### src/rtl/wb_write_arbiter.sv
// Register-file write-port arbiter: ALU writebacks win the port, MDU results
// wait in a small FIFO whose head is protected from starvation by an age counter.
module wb_write_arbiter #(
  parameter int FIFO_DEPTH   = 4,
  parameter int STARVE_LIMIT = 8
) (
  input  logic                        clk,
  input  logic                        reset,
  input  logic                        alu_valid,
  input  logic [4:0]                  alu_rd,
  input  logic [31:0]                 alu_data,
  output logic                        alu_stall,
  input  logic                        mdu_valid,
  output logic                        mdu_ready,
  input  logic [4:0]                  mdu_rd,
  input  logic [31:0]                 mdu_data,
  output logic                        WE3,
  output logic [4:0]                  A3,
  output logic [31:0]                 WD3,
  output logic [31:0]                 pending,
  output logic [$clog2(FIFO_DEPTH):0] fifo_count
);

  localparam int PTR_W = $clog2(FIFO_DEPTH);
  localparam int CNT_W = PTR_W + 1;
  localparam int AGE_W = $clog2(STARVE_LIMIT + 1);

  logic [4:0]            rd_mem   [FIFO_DEPTH];
  logic [31:0]           data_mem [FIFO_DEPTH];
  logic [FIFO_DEPTH-1:0] valid_q, valid_d;
  logic [PTR_W-1:0]      head_q, head_d, tail_q, tail_d;
  logic [CNT_W-1:0]      count_q, count_d;
  logic [AGE_W-1:0]      age_q, age_d;
  logic                  stall_q, stall_d;
  logic                  we_q, we_d;
  logic [4:0]            a_q, a_d;
  logic [31:0]           wd_q, wd_d;

  logic fifo_nonempty, push, pop, alu_req;

  // Ready looks at the pre-pop count, so a full FIFO refuses even while popping.
  always_comb begin
    fifo_nonempty = (count_q != '0);
    mdu_ready     = !reset && (count_q < CNT_W'(FIFO_DEPTH));
    push          = mdu_valid && mdu_ready && (mdu_rd != 5'd0);
    alu_req       = alu_valid && !stall_q && (alu_rd != 5'd0);
    pop           = fifo_nonempty && (stall_q || !alu_req);
  end

  // NOTE: every variable gets a default before any branch so no path leaves
  // it unassigned; otherwise synthesis infers a latch.
  always_comb begin
    valid_d = valid_q;
    head_d  = head_q + PTR_W'(pop);
    tail_d  = tail_q + PTR_W'(push);
    count_d = count_q + CNT_W'(push) - CNT_W'(pop);
    we_d    = 1'b0;
    a_d     = a_q;
    wd_d    = wd_q;
    age_d   = age_q;

    if (pop) valid_d[head_q] = 1'b0;
    if (push) valid_d[tail_q] = 1'b1;

    if (pop) begin
      we_d = 1'b1;
      a_d  = rd_mem[head_q];
      wd_d = data_mem[head_q];
    end else if (alu_req) begin
      we_d = 1'b1;
      a_d  = alu_rd;
      wd_d = alu_data;
    end

    if (!fifo_nonempty || pop) begin
      age_d = '0;
    end else if (age_q < AGE_W'(STARVE_LIMIT)) begin
      age_d = age_q + AGE_W'(1);
    end

    // The stall cycle always pops, so age clears and the stall drops next edge.
    stall_d = (age_d == AGE_W'(STARVE_LIMIT));
  end

  // NOTE: state registers use non-blocking assignments so every flop samples
  // pre-edge values, independent of statement order.
  always_ff @(posedge clk) begin
    if (reset) begin
      valid_q <= '0;
      head_q  <= '0;
      tail_q  <= '0;
      count_q <= '0;
      age_q   <= '0;
      stall_q <= 1'b0;
      we_q    <= 1'b0;
      a_q     <= '0;
      wd_q    <= '0;
    end else begin
      valid_q <= valid_d;
      head_q  <= head_d;
      tail_q  <= tail_d;
      count_q <= count_d;
      age_q   <= age_d;
      stall_q <= stall_d;
      we_q    <= we_d;
      a_q     <= a_d;
      wd_q    <= wd_d;
    end
  end

  // NOTE: FIFO storage is deliberately not reset; valid_q decides which slots
  // mean anything, so clearing the payload would only cost reset fan-out.
  always_ff @(posedge clk) begin
    if (push) begin
      rd_mem[tail_q]   <= mdu_rd;
      data_mem[tail_q] <= mdu_data;
    end
  end

  always_comb begin
    pending = '0;
    for (int i = 0; i < FIFO_DEPTH; i++) begin
      if (valid_q[i]) pending[rd_mem[i]] = 1'b1;
    end
    pending[0] = 1'b0;
  end

  assign WE3        = we_q;
  assign A3         = a_q;
  assign WD3        = wd_q;
  assign alu_stall  = stall_q;
  assign fifo_count = count_q;

endmodule
### config.mk
export PLATFORM = sky130hd
export DESIGN_NAME = wb_write_arbiter
export DESIGN_NICKNAME = d
export VERILOG_FILES = /design/src/rtl/wb_write_arbiter.sv
export SDC_FILE = /design/constraint.sdc
export NUM_CORES = 1
export LEC_CHECK = 0
export ABC_AREA = 1
export BUFFER_PORTS_ARGS = -buffer_cell sky130_fd_sc_hd__buf_2
export CORE_AREA = 2 2 190 174
export CTS_BUF_LIST = sky130_fd_sc_hd__clkbuf_8 sky130_fd_sc_hd__clkbuf_16
export CTS_CLUSTER_SIZE = 12
export DETAILED_ROUTE_END_ITERATION = 10
export DIE_AREA = 0 0 192 176
export PLACE_DENSITY = 0.47
export SETUP_SLACK_MARGIN = 0.05
export SLEW_MARGIN = 20
export SYNTH_ARGS = -nofsm -noshare
export SYNTH_HDL_FRONTEND = slang
export SYNTH_SLANG_ARGS = --single-unit
export TNS_END_PERCENT = 50
### constraint.sdc
create_clock -name clk -period 6.6 [get_ports clk]
set_input_delay 1.32 -clock clk [delete_from_list [all_inputs] [get_ports clk]]
set_output_delay 1.32 -clock clk [all_outputs]
set_load 0.1 [all_outputs]
==> metrics.md <==
| Metric | Value |
|---|---|
| Result of the run | finished clean |
| Synthesized flop and latch total | between 200 and 250 |
| Total chip power | 4.146 mW |
| Crit path buffers/inverters | 2 |
| Number of endpoints with negative hold slack in the final report | 0 |
| Max-slew headroom at the worst pin | 0.4170 |
| Origin of the worst min-delay path | WD3[9] |
| Placed cell area | approximately 10000 um2 |
| Largest fanout on the critical path | 8 |
| Final estimated routing congestion in global placement | approximately 0.90 |
| Async set-or-reset flop fraction in the synthesized netlist | 0 |
| Max Slew Vio Count | 0 |
| Most frequently used cell type in the post-synthesis netlist | sky130_fd_sc_hd__nand2_1 |
| Reg2Reg Setup Slack | 3.78 ns |
| Number of enable flip-flop cells after synthesis | roughly 150 |
| Most used standard cells in the synthesized netlist | sky130_fd_sc_hd__nand2_1, sky130_fd_sc_hd__edfxtp_1, sky130_fd_sc_hd__nand3_1 |
| P per Cell Area | 372.6 nW/um2 |
| Total negative slack for setup checks | 0 ns |
| Horizontal extent of the die | approximately 190 um |
| Biggest area contributors in the synthesized netlist | sky130_fd_sc_hd__edfxtp_1, sky130_fd_sc_hd__nand2_1, sky130_fd_sc_hd__dfxtp_1 |
| TritonRoute pass-1 iters | 5 |
| DRC violation count after routing | 0 |
| Total vias in the final route | approximately 7600 |
| Effective utilization at floorplan | 0.2973 |
| Period utilisation layout | 0.5400 |
| Static Leak | ~5.1 nW |
| Number of max-capacitance violations reported | 0 |
| # nets final | roughly 1300 |
| Peak per-stage delay on the critical path | about 0.44 ns |
| Ports | around 150 |
| Commonest register cell after synthesis | sky130_fd_sc_hd__edfxtp_1 |
| Cell family with the largest share of critical-path delay | buffers and inverters |
| Synthesized area per cell | between 8 and 9 um2 |
| Sequential fraction of the synthesis area | 0.5872 |
| Shortest clock period the worst path allows after layout | roughly 3.6 ns |
| Sort of element at the start of the critical path | flop |
| Drt wl/cell | between 15 and 20 um |
| Vias in the first global route | a little over 7000 |
| Estimated wirelength of the detail-placed design | 18040 um |
| Detailed Route Iter0 Violations | 620 |
| Synth top area share | 0.4723 |
| Worst reg2reg endpoint | fifo_count[2] |
| Clock-pin slew on the worst setup and hold paths | around 0.060 ns |
| Setup fix buffers added after clock tree synthesis | 0 |
| Cell type with the highest aggregate area in the netlist | sky130_fd_sc_hd__edfxtp_1 |
| Wire length of the first global-routing pass | 41550 um |
| Number of antenna-violating nets in the routed design | 0 |
| Area Growth Syn to Fin | 18.23% |
| Crit Path Category | reg2out |
| Clock net sink count | 202 |
| Worst skew pair latency | 0.50 ns |
| Final setup violation count | 0 |
| Area inside the core boundary | between 30000 and 40000 um2 |
| Unrepaired setup endpoints after global routing | false |
| Area of the die | between 30000 and 40000 um2 |
| Number of different library cells in the post-synthesis netlist | 33 |
| I/O Buffers | 151 |
| Critical path's slowest cell | sky130_fd_sc_hd__edfxtp_1 |
| Hold/Removal Path Class | reg2reg |
| Capture endpoint of the worst hold path | WD3[9] |
| Clock tree from TritonCTS | built |
| Number of fillers in the final layout | roughly 3300 |
| Number of standard cells after synthesis | roughly 1100 |
| Bufs on Longest Clock Path | 3 |
| Worst ir drop on vdd | approximately 0.27 mV |
| Kind of capture point of the worst setup path | primary output |
| Max Clk Rate | 0.2806 GHz |
| Crit path DAT | 2.24 ns |
| Setup Skew | roughly 0.013 ns |
| CTS Buf Count | 22 |
| Crit Reg-Reg Startpoint | alu_stall |
| R2r worst-path depth | 11 |
| Hold-fix buffers, CTS | 0 |
| Post-CTS sizing | 0 |
| Floorplan row count | just over 60 |
| Chip Height | between 150 and 200 um |
| Required time at the worst-slack endpoint | 5.28 ns |
| Via density per instance | approximately 4.6 |
| Cell area after synthesis | approximately 9400 um2 |
| Slew @ Worst Pin | about 0.9 ns |
| Post-synthesis net count | ~1100 |
| H-tree depth | 1 |
| CTS Root Cell | sky130_fd_sc_hd__clkbuf_16 |
| YS warnings | 0 |
| Layout cells sized above 1 | 0.1730 |
| Hold path cells | 2 |
| Initial antenna violation count | 6 |
| WL final | 27230 um |
| Cells along the critical path | inv_1, nand3_1, o22ai_1, or2_1, buf_2 |
| Grt ovf | 0 |
| Combined global-route utilization of all metal layers | 0.1604 |
| Worst hold-check slack | ~0.45 ns |
| Largest net degree at the start of global routing | 72 |
| Post-route standard cell area excluding fillers | between 10000 and 15000 um2 |
-- per-stage QoR --
step	instances	setup slack, ns	util
final	1633	3.036	0.3515
after CTS	1630	3.005	0.3513
after global routing	1630	2.811	0.3513
after floorplan	1059	2.300	-
after detailed placement	1590	2.564	0.3303
after global placement	1590	2.577	0.3303
-- layout by cell type, fill, tap and decap left out, drive strengths merged --
cell type,instances
nand2,436
buf,160
edfxtp,148
nand3,131
inv,89
nor2,57
dfxtp,54
a21oi,29
clkbuf,25
o221ai,22
o22ai,17
or2,11
nor3,6
ha,5
clkinv,5
nand4,4
xnor2,4
diode,3
o21ai,3
o21bai,2
nand3b,2
nor3b,1
xor2,1
fa,1
conb,1
-- kinds of logic (layout without fill, tap and decap cells) --
| group | Yosys count | in the layout | share of synthesized area |
|---|---|---|---|
| simple gates | 648 | 648 | 0.2848 |
| flops | 202 | 202 | 0.5872 |
| buf+inv | 124 | 279 | 0.06342 |
| compound gates | 73 | 73 | 0.05079 |
| fa+ha+maj | 6 | 6 | 0.008776 |
| xor+xnor | 5 | 5 | 0.004653 |
| other cells | 1 | 4 | 0.0003985 |
-- layer usage --
layer  GRT usage  up-vias  part of all wire
met3     0.02743       42             0.049
met1      0.2095     3524              0.44
met2      0.2802      195              0.49
li1            -     3815                 -
met4     0.03117        6             0.016
met5           0        -            0.0013
-- flip-flops by register name (all words and copies together) (netlist names) --
name,cells
data_mem,128
WD3,32
rd_mem,20
A3,5
age_q,4
valid_q,4
fifo_count,3
head_q,2
tail_q,2
WE3,1
alu_stall,1
-- worst register-to-register path: stages, from the launching register on --
cell and delay (ns):
sky130_fd_sc_hd__dfxtp_1 0.35, sky130_fd_sc_hd__nor2_1 0.06, sky130_fd_sc_hd__nand2_2 0.06, sky130_fd_sc_hd__buf_4 0.56, sky130_fd_sc_hd__nand2_2 0.36, sky130_fd_sc_hd__inv_1 0.20, sky130_fd_sc_hd__ha_1 0.15, sky130_fd_sc_hd__inv_1 0.04
sky130_fd_sc_hd__ha_1 0.18, sky130_fd_sc_hd__fa_1 0.38, sky130_fd_sc_hd__or2_2 0.30, sky130_fd_sc_hd__a21oi_1 0.11
-- where the power goes --
part	leakage (nW)	total [mW]	internal, mW	switching (mW)
clock	0.366	1.13	0.647	0.481
sequential	1.79	1.53	1.47	0.0553
combinational	2.93	1.49	0.304	1.18
total	5.09	4.15	2.42	1.72
-- how the worst max path moves through the flow --
| stage | end | depth (start not counted) | slack (ns) | start |
|---|---|---|---|---|
| 2_1_floorplan | mdu_ready | 3 | 2.30 | reset |
| 3_3_place_gp | fifo_count[2] | 13 | 2.58 | alu_rd[2] |
| 3_5_place_dp | fifo_count[2] | 13 | 2.56 | alu_rd[2] |
| 4_1_cts | pending[17] | 5 | 3.01 | rd_mem[3][1] |
| 5_1_grt | fifo_count[2] | 13 | 2.81 | alu_rd[2] |
| 6_report | pending[17] | 5 | 3.04 | rd_mem[3][1] |
-- final cells by class --
type / count / area (um2) / area share
multi-input combinational: 733 / 3288 / 0.2955
antenna: 3 / 7.507 / 0.0006748
clock buffer: 25 / 603.1 / 0.05421
inverter: 79 / 296.5 / 0.02665
sequential: 202 / 5527 / 0.4967
tap: 416 / 520.5 / 0.04678
clock inverter: 15 / 60.06 / 0.005398
timing repair buffer: 160 / 823.3 / 0.07400
Power figures use the tool's default switching activity.
